--- src/rtl/control_unit.sv ---
// -----------------------------------------------------------------------------
// control_unit
//
// Sequencer for the polynomial evaluator S = (A*X + B)*X + C.
// It drives the mux selects, the ALU operation and the register loads of an
// external datapath. Evaluation uses Horner's scheme as the chain
// LOAD -> MUL1 -> ADD1 -> MUL2 -> ADD2 -> DONE.
//
// This is a Moore machine. Every control output is a pure function of the
// current state. Each output is registered and updated on the same edge that
// changes the state, so the outputs never glitch.
//
// Ports
//   clk       in   1  single clock, rising edge
//   rst       in   1  synchronous, active-high reset
//   start     in   1  request an evaluation (accepted only in IDLE)
//   overflow  in   1  ALU overflow for the operation selected this cycle
//   LX        out  1  load X register
//   LS        out  1  load S (result) register
//   LH        out  1  load H register (never used by this sequence)
//   H         out  1  ALU operation (ALU_ADD / ALU_MUL)
//   M0        out  2  operand select: 00 zero, 01 A, 10 B, 11 C
//   M1        out  2  ALU B side: 00 M0 out, 01 Reg_X, 10 Reg_S, 11 Reg_H
//   M2        out  2  ALU A side: 00 Reg_X, 01 M0 out, 10 Reg_S, 11 Reg_H
//   busy      out  1  high in every state except IDLE
//   done      out  1  single-cycle pulse, result register valid
//   error     out  1  sticky: last evaluation aborted on overflow
// -----------------------------------------------------------------------------
module control_unit #(
   parameter logic ALU_ADD = 1'b0,
   parameter logic ALU_MUL = 1'b1
) (
   input  logic       clk,
   input  logic       rst,
   input  logic       start,
   input  logic       overflow,
   output logic       LX,
   output logic       LS,
   output logic       LH,
   output logic       H,
   output logic [1:0] M0,
   output logic [1:0] M1,
   output logic [1:0] M2,
   output logic       busy,
   output logic       done,
   output logic       error
);

   // Operand select codes (M0)
   localparam logic [1:0] M0_ZERO = 2'b00;
   localparam logic [1:0] M0_A    = 2'b01;
   localparam logic [1:0] M0_B    = 2'b10;
   localparam logic [1:0] M0_C    = 2'b11;

   // ALU B-side select codes (M1)
   localparam logic [1:0] M1_M0   = 2'b00;
   localparam logic [1:0] M1_X    = 2'b01;

   // ALU A-side select codes (M2)
   localparam logic [1:0] M2_X    = 2'b00;
   localparam logic [1:0] M2_M0   = 2'b01;
   localparam logic [1:0] M2_S    = 2'b10;

   // Encoding 3'b111 is unused and falls back to IDLE.
   typedef enum logic [2:0] {
      S_IDLE = 3'd0,
      S_LOAD = 3'd1,
      S_MUL1 = 3'd2,
      S_ADD1 = 3'd3,
      S_MUL2 = 3'd4,
      S_ADD2 = 3'd5,
      S_DONE = 3'd6
   } state_t;

   typedef struct packed {
      logic       lx;
      logic       ls;
      logic       lh;
      logic       h;
      logic [1:0] m0;
      logic [1:0] m1;
      logic [1:0] m2;
      logic       busy;
      logic       done;
   } ctrl_t;

   state_t r_state;
   ctrl_t  r_ctrl;
   logic   r_error;

   // Control word for a given state. Fields not listed keep their IDLE
   // values: no loads, all selects 00, ALU adding.
   function automatic ctrl_t ctrl_of(input state_t s);
      ctrl_t c;
      c      = '0;
      c.h    = ALU_ADD;
      c.m0   = M0_ZERO;
      c.m1   = M1_M0;
      c.m2   = M2_X;
      c.busy = (s != S_IDLE);
      case (s)
         S_LOAD: begin
            c.lx = 1'b1;
         end
         S_MUL1: begin           // S = A * X
            c.ls = 1'b1;
            c.h  = ALU_MUL;
            c.m0 = M0_A;
            c.m2 = M2_M0;
            c.m1 = M1_X;
         end
         S_ADD1: begin           // S = S + B
            c.ls = 1'b1;
            c.h  = ALU_ADD;
            c.m0 = M0_B;
            c.m2 = M2_S;
            c.m1 = M1_M0;
         end
         S_MUL2: begin           // S = S * X
            c.ls = 1'b1;
            c.h  = ALU_MUL;
            c.m0 = M0_ZERO;
            c.m2 = M2_S;
            c.m1 = M1_X;
         end
         S_ADD2: begin           // S = S + C
            c.ls = 1'b1;
            c.h  = ALU_ADD;
            c.m0 = M0_C;
            c.m2 = M2_S;
            c.m1 = M1_M0;
         end
         S_DONE: begin
            c.done = 1'b1;
         end
         default: begin
            c.busy = 1'b0;
         end
      endcase
      return c;
   endfunction

   // State register, registered control word and sticky error.
   // In a compute state an overflow aborts straight to DONE. The LS
   // write of that cycle has already been issued, so the datapath still
   // captures the overflowed value.
   always_ff @(posedge clk) begin
      if (rst) begin
         r_state <= S_IDLE;
         r_ctrl  <= ctrl_of(S_IDLE);
         r_error <= 1'b0;
      end else begin
         case (r_state)
            S_IDLE: begin
               if (start) begin
                  r_state <= S_LOAD;
                  r_ctrl  <= ctrl_of(S_LOAD);
                  r_error <= 1'b0;
               end else begin
                  r_state <= S_IDLE;
                  r_ctrl  <= ctrl_of(S_IDLE);
               end
            end
            S_LOAD: begin
               r_state <= S_MUL1;
               r_ctrl  <= ctrl_of(S_MUL1);
            end
            S_MUL1: begin
               if (overflow) begin
                  r_state <= S_DONE;
                  r_ctrl  <= ctrl_of(S_DONE);
                  r_error <= 1'b1;
               end else begin
                  r_state <= S_ADD1;
                  r_ctrl  <= ctrl_of(S_ADD1);
               end
            end
            S_ADD1: begin
               if (overflow) begin
                  r_state <= S_DONE;
                  r_ctrl  <= ctrl_of(S_DONE);
                  r_error <= 1'b1;
               end else begin
                  r_state <= S_MUL2;
                  r_ctrl  <= ctrl_of(S_MUL2);
               end
            end
            S_MUL2: begin
               if (overflow) begin
                  r_state <= S_DONE;
                  r_ctrl  <= ctrl_of(S_DONE);
                  r_error <= 1'b1;
               end else begin
                  r_state <= S_ADD2;
                  r_ctrl  <= ctrl_of(S_ADD2);
               end
            end
            S_ADD2: begin
               // Overflow or not, the next state is DONE. Only error differs.
               r_state <= S_DONE;
               r_ctrl  <= ctrl_of(S_DONE);
               if (overflow) begin
                  r_error <= 1'b1;
               end
            end
            S_DONE: begin
               r_state <= S_IDLE;
               r_ctrl  <= ctrl_of(S_IDLE);
            end
            default: begin
               r_state <= S_IDLE;
               r_ctrl  <= ctrl_of(S_IDLE);
            end
         endcase
      end
   end

   assign LX    = r_ctrl.lx;
   assign LS    = r_ctrl.ls;
   assign LH    = r_ctrl.lh;
   assign H     = r_ctrl.h;
   assign M0    = r_ctrl.m0;
   assign M1    = r_ctrl.m1;
   assign M2    = r_ctrl.m2;
   assign busy  = r_ctrl.busy;
   assign done  = r_ctrl.done;
   assign error = r_error;

endmodule
--- config.mk ---
export PLATFORM = sky130hd
export DESIGN_NAME = control_unit
export DESIGN_NICKNAME = d
export VERILOG_FILES = /design/src/rtl/control_unit.sv
export SDC_FILE = /design/constraint.sdc
export NUM_CORES = 1
export LEC_CHECK = 0
export ABC_AREA = 1
export CAP_MARGIN = 5
export CORE_MARGIN = 8
export CORE_UTILIZATION = 38
export DETAILED_ROUTE_END_ITERATION = 10
export GPL_TIMING_DRIVEN = 0
export PLACE_DENSITY = 0.69
export SLEW_MARGIN = 20
export SYNTH_ARGS = -nofsm -noshare
export SYNTH_HDL_FRONTEND = slang
export SYNTH_SLANG_ARGS = --single-unit
--- constraint.sdc ---
create_clock -name clk -period 1 [get_ports clk]
set_input_delay 0.2 -clock clk [delete_from_list [all_inputs] [get_ports clk]]
set_output_delay 0.2 -clock clk [all_outputs]
set_load 0.02 [all_outputs]
==> run_results.csv, run 1 <==
group,metric,value,unit
outcome,status,"finished, violations left",
outcome,violations,"negative setup slack",
worst_setup_path,worstPathArrival,1.23,ns
final_layout,utilization,58.8,%
die,ioPinCount,17,
synthesis,synth_top_cell_by_area,"dfxtp_1",
synthesis,netlist_top_cells_count,"dfxtp_1 (13), nand2_1 (10), inv_1 (7), nor2_1 (7), nand3_1 (5)",
global_routing,grt_pass1_wl,2100,um
synthesis,yosysSeqAreaShare,47.7,%
worst_setup_path,path_cells,"inv_6, nand2_4, buf_4, o211ai_1, nand2_1, a21oi_1",
worst_hold_path,hold_class,"flip-flop to flip-flop",
synthesis,yosysWarnings,0,
place,port_buffers,14,
drt,drtAntennaViolNets,0,
sta,period_needed,1.03,ns
die,num_rows,13,
place,post-place-ws,-0.315,ns
sta,final.setup_skew,0.00410,ns
worst_setup_path,cp-start-kind,"flip-flop",
clock_tree,hold_buffers,0,
synthesis,yosysTopAreaCellShare,47.7,%
drt,viasPerCell,4.79,
clock_tree,clock_path_buffers,2,
sta,fin_crit_sh,103,%
clock_tree,clk_pin_slew,0.08,ns
worst_setup_path,critPathSlowestCell,"dfxtp_4",
place,hpwl,860,um
drt,num_vias,517,
clock_tree,cts_buffers,3,
worst_setup_path,cp.required,1.20,ns
drt,drtPass1Iterations,4,
worst_hold_path,hold_path_depth,2,
die,start_util,41.4,%
worst_setup_path,slowest_delay,0.38,ns
sta,setup_viol,2,
final_layout,fin_nets,98,
die,core_area,1320,sq um
global_routing,grt_max_degree,11,
die,die_x,53.9,um
synthesis,postSynth.asyncResetShare,0,%
drt,wl,1360,um
synthesis,synth_cell_types,18,
clock_tree,cts_tree,"built",
clock_tree,root_buffer,"clkbuf_4",
die,fp.dieH,53.9,um
worst_setup_path,worst_setup_path_end_kind,"flip-flop",
synthesis,ys_seq_elements,13,
clock_tree,cts.sinks,13,
pwr,fin_total_pwr,2.29,mW
drt,drcViolationCount,0,
global_routing,antenna_found_initial,0,
synthesis,avgSynthCellArea,7.79,sq um
final_layout,layout-drive-gt1-share,46.2,%
synthesis,yosysMostFrequentCell,"dfxtp_1",
place,routabilityCongestion,0.793,
pwr,power_leakage,0.391,nW
synthesis,synth_cells,70,
pwr,ir_drop,1.85,mV
sta,hold_viol_final,0,
worst_setup_path,crit_type,"flip-flop to flip-flop",
worst_setup_path,r2r_cells,6,
place,placed_area,708,sq um
synthesis,synth_flop_cell,"dfxtp_1",
drt,wl_per_cell,12.5,um
sta,rsz0062_at_grt,"yes",
synthesis,synth_area,546,sq um
sta,timing.final.max_slew_violations,0,
global_routing,grt_usage,9.72,%
final_layout,diodes,0,
global_routing,grt_overflow_total,0,
final_layout,area_growth,42.0,%
clock_tree,cts_max_level,1,
pwr,power.density_cell_area,2960,nW/um^2
clock_tree,clk-insertion-delay-late,0.27,ns
sta,finalWorstSetupSlack,-0.0272,ns
worst_setup_path,worstPathMaxFanout,6,
die,dieArea,2900,sq um
synthesis,synth_edf_count,0,
sta,fmax,973,MHz
final_layout,fin_area,774,sq um
run,drv_cap,0,
drt,drtIter0Drc,8,
global_routing,grt_pass1_vias,506,
synthesis,yosys-top-cells-area,"dfxtp_1 (48%), nand2_1 (6.9%), inv_1 (4.8%)",
final_layout,final.fill_count,130,
==> through the flow <==
| step | hold slack, ns | instances | TNS (ns) |
|---|---|---|---|
| 2_1_floorplan | 0.354 | 71 | 0 |
| 3_5_place_dp | 0.459 | 100 | -4.45 |
| 5_1_grt | 0.488 | 108 | -0.329 |
| 6_report | 0.462 | 108 | -0.0523 |
| 3_3_place_gp | 0.436 | 100 | -4.33 |
| 4_1_cts | 0.460 | 104 | -0.0702 |
==> cells in the final DEF, fill, tap and decap left out, types with 2 or more instances in the layout <==
cell type        netlist  final
o21ai_1                2      3
dfxtp_1               13      8
nand3_1                5      3
inv_4                  0      2
a21oi_1                4      3
clkdlybuf4s50_1        0      2
nor2_1                 7      7
nor2_2                 4      3
buf_6                  0      2
dfxtp_4                0      3
nand2_2                2      2
clkbuf_4               0      3
a21oi_2                1      2
conb_1                 1      2
buf_2                  0      8
nand2_1               10      9
o211ai_1               3      3
nand3_2                2      4
buf_4                  3      8
inv_1                  7      7
dfxtp_2                0      2
==> final timing paths <==
path | endpoint | slack [ns] | startpoint
min | error | 0.46 | error
min reg2reg | error | 0.46 | error
max | error | -0.03 | r_state[1]
max reg2reg | error | -0.03 | r_state[1]
==> final cells by class <==
cell class / count / area (sq um) / area share [%]
buffer: 4 / 31.3 / 4.04
clock buffer: 4 / 26.3 / 3.39
inverter: 10 / 47.5 / 6.14
multi-input combinational: 44 / 251 / 32.5
sequential: 13 / 274 / 35.4
tap: 15 / 18.8 / 2.42
timing repair buffer: 18 / 125 / 16.2
==> registers in the layout, summed over array words and instances (netlist names) <==
name	cells
LS	1
LX	1
M0	2
M1	1
M2	2
busy	1
done	1
error	1
r_state	3
==> kinds of logic (layout without fill, tap and decap cells) <==
logic type	Yosys count	after routing	share of synthesized area (%)
AO/OA/AOI/OAI	11	11	12.2
AND/OR/NAND/NOR	31	31	27.8
flip-flops	13	13	47.7
other	1	2	0.687
buffers and inverters	14	36	11.7
==> power by group <==
group	switching, mW	internal (mW)
combinational	0.641	0.479
clock	0.166	0.155
sequential	0.155	0.700
total	0.962	1.33
==> layer usage <==
metal | track usage [%] | part of all wire, %
met5 | 0 | 0
met4 | 5.04 | 2.1
met3 | 3.86 | 7.7
met2 | 17.2 | 51
met1 | 9.56 | 40
==> worst max-delay path: cells and delay by family (launching register included) <==
| kind | cells | cell delay (ns) |
|---|---|---|
| and+or+nand+nor | 2 | 0.13 |
| DFF | 1 | 0.38 |
| buffers and inverters | 2 | 0.22 |
| AOI/OAI and AO/OA | 2 | 0.22 |
==> repair_timing <==
| item | in CTS | in global routing |
|---|---|---|
| resized for setup | 56 | 14 |
| endpoints found under the setup margin | 21 | 12 |
| setup buffers | 0 | 4 |
| pin swaps | 1 | 4 |
Note: power is estimated with default switching activity, not from simulation.
==> run 2: changes to the inputs <==
- CORE_MARGIN: 8 -> not set
==> run 2 against run 1 <==
Net effect:
- the flow still finishes with violations (negative setup slack)
- utilization down 1.1 points
- cell area fell by 1.9%
- sequential power up 0.5%
- cell count shrank 2.8%
- setup slack better by 0.0058 ns
- clock power decreased by 1%
- total power fell by 5.3%
- largest power group unchanged
==> run_results.csv, run 2 (synthesized netlist as in run 1, its figures left out) <==
group,metric,value,unit
drt,met2WireLength,514,um
sta,period_needed,1.02,ns
sta,setup_viol,1,
drt,wl_met1,451,um
clock_tree,clock_path_buffers,2,
drt,drtPass1Iterations,4,
drt,drcViolationCount,0,
final_layout,utilization,57.6,%
final_layout,stdcell_count,105,
final_layout,top_register,"r_state",
drt,wl,1060,um
drt,viasPerCell,4.74,
final_layout,layout_common_cells,"dfxtp_1 (9), nand2_1 (8), buf_2 (8), inv_1 (7), nor2_1 (7)",
place,port_buffers,14,
sta,final.setup_skew,0.00585,ns
sta,finalWorstSetupSlack,-0.0214,ns
worst_setup_path,crit_type,"flip-flop to output pin",
drt,top_layer,"met4",
drt,num_vias,498,
die,start_util,41.4,%
sta,tns,-0.0214,ns
global_routing,grt_pass1_vias,410,
worst_setup_path,cp-start-kind,"flip-flop",
sta,fin_crit_sh,102,%
worst_setup_path,cp.required,0.80,ns
worst_hold_path,hold_class,"flip-flop to flip-flop",
pwr,power.density_cell_area,2860,nW/um^2
final_layout,fin_nets,95,
drt,wl_per_cell,10.1,um
worst_setup_path,cp_top_family,"flip-flops",
clock_tree,root_buffer,"clkbuf_4",
outcome,status,"finished, violations left",
pwr,power_leakage,0.376,nW
die,ioPinCount,17,
final_layout,diodes,0,
global_routing,grt_usage,16.8,%
clock_tree,cts_max_level,1,
clock_tree,cts_tree,"built",
die,fp.dieH,39.9,um
global_routing,grt_pass1_wl,1750,um
worst_setup_path,critPathBufInv,2,
worst_setup_path,path_cells,"buf_6, buf_6",
place,routabilityCongestion,0.831,
sta,fmax,979,MHz
final_layout,layout-drive-gt1-share,42.2,%
global_routing,antenna_found_initial,0,
final_layout,area_growth,39.2,%
drt,drtIter0Drc,11,
global_routing,grt_overflow_total,0,
clock_tree,clk_pin_slew,0.08,ns
outcome,violations,"negative setup slack",
pwr,fin_total_pwr,2.17,mW
die,die_x,39.9,um
pwr,ir_drop,1.33,mV
place,dp_cells,100,
die,num_rows,13,
worst_setup_path,critPathSlowestCell,"dfxtp_2",
sta,hold_viol_final,0,
sta,rsz0062_at_grt,"yes",
clock_tree,cts.sinks,13,
die,dieArea,1590,sq um
worst_setup_path,path_common_cell,"buf_6",
worst_setup_path,worstPathArrival,0.82,ns
sta,timing.final.max_slew_violations,0,
place,post-place-ws,-0.304,ns
final_layout,largest_register_ffs,3,
global_routing,grt_max_degree,11,
die,core_area,1320,sq um
place,hpwl,719,um
clock_tree,clk-insertion-delay-late,0.28,ns
drt,wl_met3,68,um
final_layout,final_common_cell,"dfxtp_1",
worst_setup_path,slowest_delay,0.33,ns
worst_setup_path,worstPathMaxFanout,2,
clock_tree,cts_buffers,3,
run,drv_cap,0,
worst_setup_path,worst_setup_path_end_kind,"output pin",
drt,drtAntennaViolNets,0,
-- run 2: final timing paths --
| path | slack [ns] | to | start | cells after the start |
|---|---|---|---|---|
| min | 0.45 | error | error | 2 |
| max reg2reg | 0.01 | LS | r_state[1] | 5 |
| max | -0.02 | M1[0] | M1[0] | 2 |
| min reg2reg | 0.45 | error | error | 2 |
-- run 2: per-layer routing --
layer / vias to the layer above / global-route usage, %
met5: - / 0
met4: 0 / 2.59
met3: 6 / 6.82
met2: 18 / 27.0
met1: 212 / 20.8
li1: 262 / -
-- run 2: area by class of cell --
class                   count  area [sq um]
fillers                   124           558
flip-flops and latches     13           273
multi-input cells          44           258
repair buffers             15           103
inverters                  10          50.0
plain buffers               4          31.3
clock buffers               4          26.3
well taps                  15          18.8
-- run 2: repair_timing --
action | in CTS | in global routing
resized for setup | 55 | 15
setup endpoints to repair | 23 | 11
hold buffers | 0 | 0
pin swaps | 1 | 5
buffers inserted | 0 | 1
-- run 2: per-stage QoR --
step	cell area, sq um	hold WS [ns]
2_1_floorplan	549	0.354
3_3_place_gp	708	0.436
3_5_place_dp	708	0.444
4_1_cts	703	0.453
5_1_grt	759	0.488
6_report	759	0.454
-- run 2: where the power goes --
part           switching [mW]  internal [mW]
Combinational           0.588          0.409
Clock                   0.161          0.155
Sequential              0.162          0.698
-- run 2: tightest hold or removal path: cells and delay by family (launching register included) --
| family | cells | cell delay [ns] |
|---|---|---|
| buffers and inverters | 1 | 0.05 |
| DFF | 1 | 0.31 |
| AOI/OAI and AO/OA | 1 | 0.06 |
==> run 3: changes to the inputs <==
- CORE_AREA: not set -> 2 2 39 41
- CORE_UTILIZATION: 38 -> not set
- CTS_CLUSTER_DIAMETER: not set -> 30
- CTS_CLUSTER_SIZE: not set -> 25
- DIE_AREA: not set -> 0 0 41 43
- PLACE_DENSITY: 0.69 -> 0.71
- clock period: 1 -> 1.05 ns (I/O delays scaled with it)
==> run 3 against run 2 <==
Net effect:
- the run now ends clean
- cell area down 5.1%
- global-route usage down 2.0 points
- critical path type is now flip-flop to flip-flop
- sequential cell count unchanged
- clock-buffer cell count unchanged
- combinational power down 15%
- sequential share of layout area up 1.9 points
- utilization down 5.6 points
- die area up 11%
- total power down 9.6%
- via count up 1.0%
- cell count unchanged
- largest cell class unchanged
- first-iteration DRC count up 9.1%
==> run_results.csv, run 3 (synthesized netlist as in run 1, its figures left out) <==
group,metric,value,unit
outcome,status,"finished, final reports clean",
clock_tree,cts.sinks,13,
die,start_util,39.4,%
drt,top_layer,"met4",
final_layout,layout_common_cells,"buf_2 (10), dfxtp_1 (9), nand2_1 (9), inv_1 (7), nor2_1 (7)",
drt,num_vias,503,
global_routing,grt_max_degree,11,
pwr,power_frac_seq,40.9,%
final_layout,ff_latch_area,273,sq um
clock_tree,clk-insertion-delay-late,0.28,ns
pwr,p_switching,0.823,mW
run,drv_cap,0,
die,die_x,41,um
sta,fmax,1020,MHz
final_layout,area_growth,32.1,%
place,hpwl,825,um
clock_tree,root_buffer,"clkbuf_4",
place,port_buffers,14,
clock_tree,clock_path_buffers,2,
clock_tree,hold_buffers,0,
drt,drcViolationCount,0,
sta,hold_viol_final,0,
worst_setup_path,cp.required,1.26,ns
drt,viasPerCell,4.79,
final_layout,fin_nets,94,
sta,fin_crit_sh,93.6,%
worst_setup_path,worstPathArrival,1.19,ns
sta,period_needed,0.983,ns
drt,wl_met3,53,um
global_routing,grt_usage,14.7,%
final_layout,utilization,52.1,%
drt,wl_per_cell,10.7,um
die,ioPinCount,17,
global_routing,grt_pass1_wl,1740,um
drt,wl,1120,um
clock_tree,clk_pin_slew,0.07,ns
global_routing,grt_pass1_vias,468,
place,post-place-ws,-0.302,ns
worst_setup_path,cp-start-kind,"flip-flop",
place,routabilityCongestion,0.881,
clock_tree,cts_max_level,1,
pwr,switching_share,41.9,%
sta,tns,0,ns
worst_hold_path,hold_class,"input port to flip-flop",
pwr,p_clk_share,15.8,%
die,fp.dieH,43,um
die,dieArea,1760,sq um
sta,rsz0062_at_grt,"yes",
final_layout,layout-drive-gt1-share,40.4,%
die,core_area,1380,sq um
clock_tree,cts_tree,"built",
drt,drtAntennaViolNets,0,
sta,timing.final.max_slew_violations,0,
drt,drtIter0Drc,12,
clock_tree,cts_buffers,3,
worst_setup_path,worstPathMaxFanout,6,
die,num_rows,14,
global_routing,grt_overflow_total,0,
sta,finalWorstSetupSlack,0.0667,ns
pwr,power.share.combinational,43.4,%
pwr,ir_drop,0.914,mV
drt,drtPass1Iterations,4,
final_layout,multi_input_area,238,sq um
global_routing,antenna_found_initial,0,
final_layout,final_common_cell,"buf_2",
final_layout,final.fill_count,142,
worst_setup_path,crit_type,"flip-flop to flip-flop",
sta,setup_viol,0,
final_layout,top_register,"r_state",
sta,final.setup_skew,0.00604,ns
drt,wl_met1,446,um
pwr,power.internal,1.14,mW
final_layout,largest_register_ffs,3,
pwr,power.density_cell_area,2720,nW/um^2
pwr,power_leakage,0.373,nW
final_layout,diodes,0,
drt,met2WireLength,600,um
worst_setup_path,worst_setup_path_end_kind,"flip-flop",
[run 3: path summary, 6_finish.rpt]
path,cells past startpoint,endpoint,from,slack [ns]
min reg2reg,2,error,error,0.45
min,4,M0[1],overflow,0.38
max reg2reg,5,LS,r_state[0],0.07
max,5,LS,r_state[0],0.07
[run 3: per-layer routing]
metal / global-route usage (%) / vias to the layer above
met1: 16.3 / 230
met5: 0 / -
met2: 24.1 / 13
li1: - / 258
met4: 10.7 / 0
met3: 1.57 / 2
[run 3: layout make-up]
cell class                      count  share of cell area (%)
Sequential cell                    13                    37.8
Buffer                              3                    2.78
Inverter                           10                    5.90
Multi-Input combinational cell     44                    33.0
Clock buffer                        4                    3.65
Timing Repair Buffer               15                    14.1
Tap cell                           16                    2.78
[run 3: what timing repair did]
action                     4_1_cts  5_1_grt
buffers inserted                 0        1
pin swaps                        1        2
setup endpoints to repair       15        9
resized for setup               49       11
[run 3: metrics by stage]
step                      power (mW)  area [sq um]  instances  hold WS [ns]
after floorplan                 1.34           549         71         0.364
after global placement          1.64           709        101         0.439
after detailed placement        1.65           709        101         0.443
after CTS                       1.89           697        105         0.456
after global routing            2.11           721        105         0.413
final                           1.96           721        105         0.381
[run 3: power by group through the flow]
stage          Combinational, mW  Sequential, mW  Clock (mW)
2_1_floorplan              0.476           0.869           0
3_3_place_gp               0.888           0.755           0
3_5_place_dp               0.896           0.759           0
4_1_cts                    0.814           0.760       0.321
5_1_grt                    0.944           0.825       0.337
6_report                   0.851           0.803       0.309
[run 3: worst max-delay path, cell delays in order, from the launching register on]
cell and delay, ns:
dfxtp_4 0.38, nor2_4 0.13, nand2_2 0.07, a21oi_2 0.17
nand2_2 0.08, o21ai_1 0.08
